## config.mk

```make
export PLATFORM = sky130hd
export DESIGN_NAME = flash_loader_multi
export DESIGN_NICKNAME = d
export VERILOG_FILES = /design/src/rtl/flash_loader_multi.sv
export SDC_FILE = /design/constraint.sdc
export NUM_CORES = 1
export LEC_CHECK = 0
export BUFFER_PORTS_ARGS = -buffer_cell sky130_fd_sc_hd__buf_2
export CORE_MARGIN = 5
export CORE_UTILIZATION = 29
export CTS_CLUSTER_SIZE = 20
export DETAILED_ROUTE_END_ITERATION = 12
export GPL_TIMING_DRIVEN = 0
export SLEW_MARGIN = 40
export SYNTH_ARGS = -nofsm -noshare
export SYNTH_HDL_FRONTEND = slang
export SYNTH_SLANG_ARGS = --single-unit
```

## constraint.sdc

```tcl
create_clock -name clock -period 3.35 [get_ports clock]
set_input_delay 0.8375 -clock clock [delete_from_list [all_inputs] [get_ports clock]]
set_output_delay 0.8375 -clock clock [all_outputs]
set_load 0.05 [all_outputs]
```

## src/rtl/flash_loader_multi.sv

```systemverilog
// rtl/flash_loader_multi.sv - multi-slot SPI flash loader; define LOADER_FAST_READ_EN for 0x0B fast read with dummy byte
module flash_loader_multi #(
  parameter int                ADDR_W     = 22,
  parameter int                INDEX_W    = 4,
  parameter int                SLOT_SHIFT = 18,
  parameter logic [23:0]       BASE_ADDR  = 24'h400000,
  parameter logic [ADDR_W-1:0] DEF_LEN    = '0
) (
  input  logic               clock,
  input  logic               reset,
  input  logic               reload,
  input  logic [INDEX_W-1:0] index,
  input  logic [ADDR_W-1:0]  load_len,
  output logic               flash_csn,
  output logic               flash_sck,
  output logic               flash_mosi,
  input  logic               flash_miso,
  output logic [ADDR_W-1:0]  load_addr,
  output logic [7:0]         load_write_data,
  output logic               data_valid,
  input  logic               load_ready,
  output logic               load_done,
  output logic               busy
);

  typedef enum logic [2:0] {
    S_GAP, S_CMD, S_ADDR, S_DUMMY, S_DATA, S_HOLD, S_DONE
  } state_t;

`ifdef LOADER_FAST_READ_EN
  localparam logic [7:0] OPCODE = 8'h0B;
`else
  localparam logic [7:0] OPCODE = 8'h03;
`endif

  state_t              r_state, w_state;
  logic                r_csn, w_csn;
  logic                r_sck, w_sck;
  logic [31:0]         r_tx, w_tx;
  logic [7:0]          r_rx, w_rx;
  logic [4:0]          r_cnt, w_cnt;
  logic [ADDR_W-1:0]   r_addr, w_addr;
  logic [7:0]          r_wdata, w_wdata;
  logic                r_valid, w_valid;
  logic                r_done, w_done;
  logic [INDEX_W-1:0]  r_index, w_index;
  logic [ADDR_W-1:0]   r_len, w_len;

  logic [23:0]         w_flash_addr;
  logic [4:0]          w_phase_last;
  state_t              w_phase_next;
  logic                w_last_byte;

  assign w_flash_addr = BASE_ADDR + (24'(r_index) << SLOT_SHIFT);
  assign w_phase_last = (r_state == S_ADDR) ? 5'd23 : 5'd7;
  assign w_last_byte  = (r_addr == r_len - ADDR_W'(1));

  always_comb begin
    w_phase_next = S_DATA;
    if (r_state == S_CMD) begin
      w_phase_next = S_ADDR;
    end else if (r_state == S_ADDR) begin
`ifdef LOADER_FAST_READ_EN
      w_phase_next = S_DUMMY;
`else
      w_phase_next = S_DATA;
`endif
    end
  end

  always_comb begin
    w_state = r_state;
    w_csn   = r_csn;
    w_sck   = r_sck;
    w_tx    = r_tx;
    w_rx    = r_rx;
    w_cnt   = r_cnt;
    w_addr  = r_addr;
    w_wdata = r_wdata;
    w_valid = r_valid;
    w_done  = r_done;
    w_index = r_index;
    w_len   = r_len;
    if (reload) begin
      w_state = S_GAP;
      w_csn   = 1'b1;
      w_sck   = 1'b0;
      w_tx    = '0;
      w_cnt   = '0;
      w_addr  = '0;
      w_valid = 1'b0;
      w_done  = 1'b0;
      w_index = index;
      w_len   = load_len;
    end else begin
      case (r_state)
        S_GAP: begin
          if (r_cnt == 5'd1) begin
            w_csn   = 1'b0;
            w_tx    = {OPCODE, w_flash_addr};
            w_cnt   = '0;
            w_state = S_CMD;
          end else begin
            w_cnt = r_cnt + 5'd1;
          end
        end
        // Outgoing bits shift on the falling sck edge so mosi is stable at the rise.
        S_CMD, S_ADDR, S_DUMMY: begin
          if (!r_sck) begin
            w_sck = 1'b1;
          end else begin
            w_sck = 1'b0;
            w_tx  = {r_tx[30:0], 1'b0};
            w_cnt = r_cnt + 5'd1;
            if (r_cnt == w_phase_last) begin
              w_cnt   = '0;
              w_state = w_phase_next;
            end
          end
        end
        S_DATA: begin
          if (!r_sck) begin
            w_sck = 1'b1;
            w_rx  = {r_rx[6:0], flash_miso};
            w_cnt = r_cnt + 5'd1;
          end else begin
            w_sck = 1'b0;
            if (r_cnt == 5'd8) begin
              w_wdata = r_rx;
              w_valid = 1'b1;
              w_cnt   = '0;
              w_state = S_HOLD;
            end
          end
        end
        // The next byte's MSB is already on miso, so acceptance doubles as its first rise.
        S_HOLD: begin
          if (load_ready) begin
            w_valid = 1'b0;
            w_addr  = r_addr + ADDR_W'(1);
            if (w_last_byte) begin
              w_csn   = 1'b1;
              w_done  = 1'b1;
              w_state = S_DONE;
            end else begin
              w_sck   = 1'b1;
              w_rx    = {r_rx[6:0], flash_miso};
              w_cnt   = 5'd1;
              w_state = S_DATA;
            end
          end
        end
        S_DONE: begin
          w_csn = 1'b1;
          w_sck = 1'b0;
        end
        default: begin
          w_state = S_GAP;
          w_csn   = 1'b1;
          w_sck   = 1'b0;
          w_cnt   = '0;
        end
      endcase
    end
  end

  always_ff @(posedge clock) begin
    if (reset) begin
      r_state <= S_GAP;
      r_csn   <= 1'b1;
      r_sck   <= 1'b0;
      r_tx    <= '0;
      r_rx    <= '0;
      r_cnt   <= '0;
      r_addr  <= '0;
      r_wdata <= '0;
      r_valid <= 1'b0;
      r_done  <= 1'b0;
      r_index <= '0;
      r_len   <= DEF_LEN;
    end else begin
      r_state <= w_state;
      r_csn   <= w_csn;
      r_sck   <= w_sck;
      r_tx    <= w_tx;
      r_rx    <= w_rx;
      r_cnt   <= w_cnt;
      r_addr  <= w_addr;
      r_wdata <= w_wdata;
      r_valid <= w_valid;
      r_done  <= w_done;
      r_index <= w_index;
      r_len   <= w_len;
    end
  end

  assign flash_csn       = r_csn;
  assign flash_sck       = r_sck;
  assign flash_mosi      = r_tx[31];
  assign load_addr       = r_addr;
  assign load_write_data = r_wdata;
  assign data_valid      = r_valid;
  assign load_done       = r_done;
  assign busy            = (r_state != S_DONE);

endmodule
```

# After elaboration in Yosys (flattened, before gate mapping)
# Cells that the tools add are included.
# classes
n_reduce_logical,16
n_bitwise,4
n_eq_ne,21
n_mux,37
add_sub_neg,4
# op_table
operator,n
32-bit two-way mux,2
32-bit case mux with 2 select lines,1
5-bit two-way mux,8
5-bit case mux with 5 select lines,1
"23-bit by 22-bit adder with 24-bit output, first input constant",1
8-bit two-way mux,3
"22-bit by 1-bit adder with 22-bit output, second input constant",1
22-bit equality test,1
"22-bit by 1-bit subtractor with 22-bit output, second input constant",1
3-bit two-way mux,7
"2-bit inequality test, second input constant",9
8-bit case mux with 2 select lines,1
3-bit case mux with 5 select lines,1
4-bit AND reduction,3
5-bit AND reduction,2
"3-bit equality test, second input constant",3
1-bit two-way mux,9
3-bit AND reduction,3
7-bit AND reduction,1
"3-bit by 2-bit equality test with 1-bit output, second input constant",2
"3-bit inequality test, second input constant",2
1-bit case mux with 3 select lines,2
"5-bit by 1-bit adder with 5-bit output, second input constant",1
"5-bit by 1-bit equality test with 1-bit output, second input constant",1
12 further kinds,16
# word_totals
in_bits,31
ff_bits,108
elab_cells,94

# Longest topological paths before layout
# depth
ltp_word,6
ltp_mapped,11
mapped_depth_nobuf,10

# Least setup slack after synthesis
# No wires, ideal clock.
# synth_timing
path_type,input port to flip-flop
from,input load_ready
to,register r_addr[19] (netlist: load_addr[19])
arrival_time_ns,2.374
setup_slack_ns,0.848
cell_stages,9
n_path_buf,1
required_ns,3.222
path_cell_list,and4b_1 -> clkbuf_1 -> nand4_1 -> nor2_1 -> nand4_1 -> nor2_1 -> nand3_1 -> xor2_1 -> nor2_1
# synth_via
elab_chain_len,1
# synth_lines
element,line,source
from (decl),21,"input logic load_ready,"
2-bit AND reduction (no line),--,
to (signal assigned),188,r_addr <= w_addr;
to (decl),42,"logic [ADDR_W-1:0] r_addr, w_addr;"
# No other way between the ends.
# A chain may end at the register's enable or synchronous reset.

# Final worst setup path
# layout_timing
from,register r_state[2]
to,output busy
# layout_via
elab_chain_len,1
# layout_lines
element,line,source
from (decl),36,"state_t r_state, w_state;"
from (signal assigned),182,r_state <= w_state;
3-bit inequality test,204,assign busy = (r_state != S_DONE);
to (decl),23,output logic busy
# No other way between the ends.

==> qor.csv <==
metric,value,unit
status,"complete, no violations",
FF-to-FF Start,r_len[0],
DRT iter0 DRCs,178,
placed cell area,5190,µm²
Post-synth top flop,dfxtp_1,
Die ar.,18400,µm²
antenna violations before repair,0,
Syn Nets,571,
Synth Warn #,0,
Tightest Pin Transition,0.793,ns
crit-path max FO,10,
# clock sinks,90,
die height,136,µm
row count,46,
Num CTS Buffers,9,
Peak VDD IR,0.000237,V
gate count of the mapped netlist,535,
Post-CTS Resized,0,
Pint,1.83,mW
global route overflow,0,
Flop pwr share,45.3,%
Final ANT Viol Nets,0,
postcts setup bufs,0,
Post-Layout Cell Count,832,
drt wl/cell,14.3,µm
Final nets,647,
Fin Setup TNS,0,ns
Worst Clk Skew,0.0134,ns
crit path kind,reg -> out,
"Hold Vio Cnt, Final",0,
Psw,668,µW
drt pass-1 iters,5,
hold_ws,0.454,ns
met1 usage,17.8,%
FF-to-FF setup slack,0.47,ns
Gate power share,12.9,%
crit start category,flip-flop,
CP startpoint,r_state[2],
WP data required,2.51,ns
vias in the first global route,3846,
hold path start,r_tx[30],
Power per Cell Area,454,nW/µm²
busiest grt layer,met2,
Crit path arrival time,2.09,ns
clock buffer depth,2,
met2 usage,21.6,%
DPL Wire Length,8950,µm
unrepaired setup endpoints after global routing,false,
"CTS clk-pin slew, worst paths",0.07,ns
sequential share of the synthesized area,39.3,%
Core Area,15700,µm²
syn_area_per_cell,8.58,µm²
Synth cell types,58,
"Period Utilization, post-route",87.3,%
gr usage total,13.5,%
first-pass GRT wire length,19800,µm
mapped cell area,4590,µm²
clk_lat worst skew,0.35,ns
average via count per standard cell,4.81,
number of flops mapped to enable cells by yosys,0,
met3 global-route usage,2.49,%
layout cells sized above 1,16.1,%
endpoints failing setup,0,
Leak,2.11,nW
initial core utilization,29.2,%
Clk network pwr share,41.8,%
Async SR Flop Fraction,0,%
CTS tree,built,
placed instance count,816,
Routed Wire Length,11900,µm
H-tree depth,3,
Ant. Diodes,0,
Clock Tree Root,clkbuf_16,
max-slew violation count,0,
Setup crit end kind,primary output,
post-route cell area,5500,µm²
Port Buf Inserts,65,
CTS Hold Bufs,0,
Chip Width,136,µm
min cycle time layout,2.93,ns
io pins,67,
via count,4000,
layout overhead on the synthesized area,19.7,%
drt drc,0,
HP Class,reg -> reg,
Max Cap Viol,0,
Routability Congestion,0.899,
Yosys reg bits,90,
fmax,0.342,GHz
largest net degree at the start of global routing,16,
switching part of the total,26.7,%
Slew HR,46.7,%
==> metal layers <==
layer	vias up	routed length, µm	share of wire (%)
li1	2051	-	-
met1	1844	5700	48
met2	89	5460	46
met3	16	499	4.2
met4	0	250	2.1
met5	-	0	0
==> registers in the layout (all words and copies together), names as in the netlist <==
signal           cells
load_write_data      8
data_valid           1
load_addr           22
r_state              3
r_index              4
flash_csn            1
r_cnt                5
r_len               22
load_done            1
r_rx                 8
flash_sck            1
r_tx                14
==> critical path, cell delays in order (launching register included) <==
cell and delay, ns:
dfxtp_1 0.44, clkbuf_1 0.39, clkbuf_1 0.47, nand3_1 0.18, buf_2 0.25
==> area by class of cell <==
cell class | instances | area [µm²]
tap | 216 | 270
fill | 1631 | 10200
buffer | 31 | 131
inverter | 15 | 56.3
multi-input combinational | 399 | 2610
clock inverter | 5 | 62.6
timing repair buffer | 65 | 325
clock buffer | 11 | 243
sequential | 90 | 1800
==> path summary, 6_finish.rpt <==
kind,to,depth (start not counted)
worst min-delay path,r_tx[30],2
worst max-delay path,busy,4
worst max register to register,r_rx[4],11
worst min register to register,r_tx[30],2
==> Yosys cell counts, types with 4 or more instances <==
master,number,area (µm²)
mux2i_1,45,450
a21oi_1,16,80.1
nor4_1,9,56.3
nand2_1,33,124
xor2_1,22,193
inv_1,15,56.3
buf_2,4,20.0
clkbuf_1,23,86.3
ha_1,5,62.6
nor2_1,90,338
nand3_1,24,120
nand2b_1,16,100
dfxtp_1,90,1800
o21ai_0,13,65.1
and4_1,4,35.0
a32o_1,4,40.0
xnor2_1,27,236
or3_1,4,25.0
nand4_1,14,87.6
nor3_1,17,85.1
==> cells by family (layout without fill, tap and decap cells) <==
kind of cell             count (synthesis)  after routing  share of synthesized area (%)
buffers and inverters                   46            127                           4.03
adder cells (fa/ha/maj)                  5              5                           1.36
AND/OR/NAND/NOR                        234            234                           26.0
multiplexers                            45             45                           9.81
AO/OA/AOI/OAI                           66             66                           10.1
XOR/XNOR                                49             49                           9.35
flip-flops                              90             90                           39.3
==> stage by stage <==
step	setup WS, ns	total power [mW]	utilization [%]
global route	0.215	2.60	35.0
global placement	0.217	1.47	33.0
detailed placement	0.232	1.47	33.0
floorplan	0.848	1.39	-
CTS	0.472	2.52	35.0
finish	0.424	2.50	35.0
==> cell usage in the layout, fill, tap and decap left out, drive strengths merged, types with 2 or more instances in the layout <==
master / n
dfxtp: 90
nor2: 90
buf: 71
mux2i: 45
clkbuf: 36
nand2: 34
xnor2: 27
nand3: 24
xor2: 22
nor3: 17
nand2b: 16
a21oi: 16
inv: 16
nand4: 15
o21ai: 13
nor4: 13
ha: 5
a32o: 4
or3: 4
and4: 4
and3: 3
nor4b: 3
o21a: 3
o211ai: 3
o2111ai: 3
a21o: 3
a311oi: 3
a22oi: 3
a2111oi: 2
o31ai: 2
a32oi: 2
clkinvlp: 2
o32ai: 2
==> power by group through the flow <==
stage | combinational [mW] | clock, mW | sequential (mW)
CTS | 0.322 | 1.07 | 1.13
floorplan | 0.235 | 0 | 1.15
finish | 0.322 | 1.04 | 1.13
global placement | 0.321 | 0 | 1.15
detailed placement | 0.320 | 0 | 1.15
global route | 0.359 | 1.11 | 1.13
No activity file was read; power rests on OpenSTA's default activity.
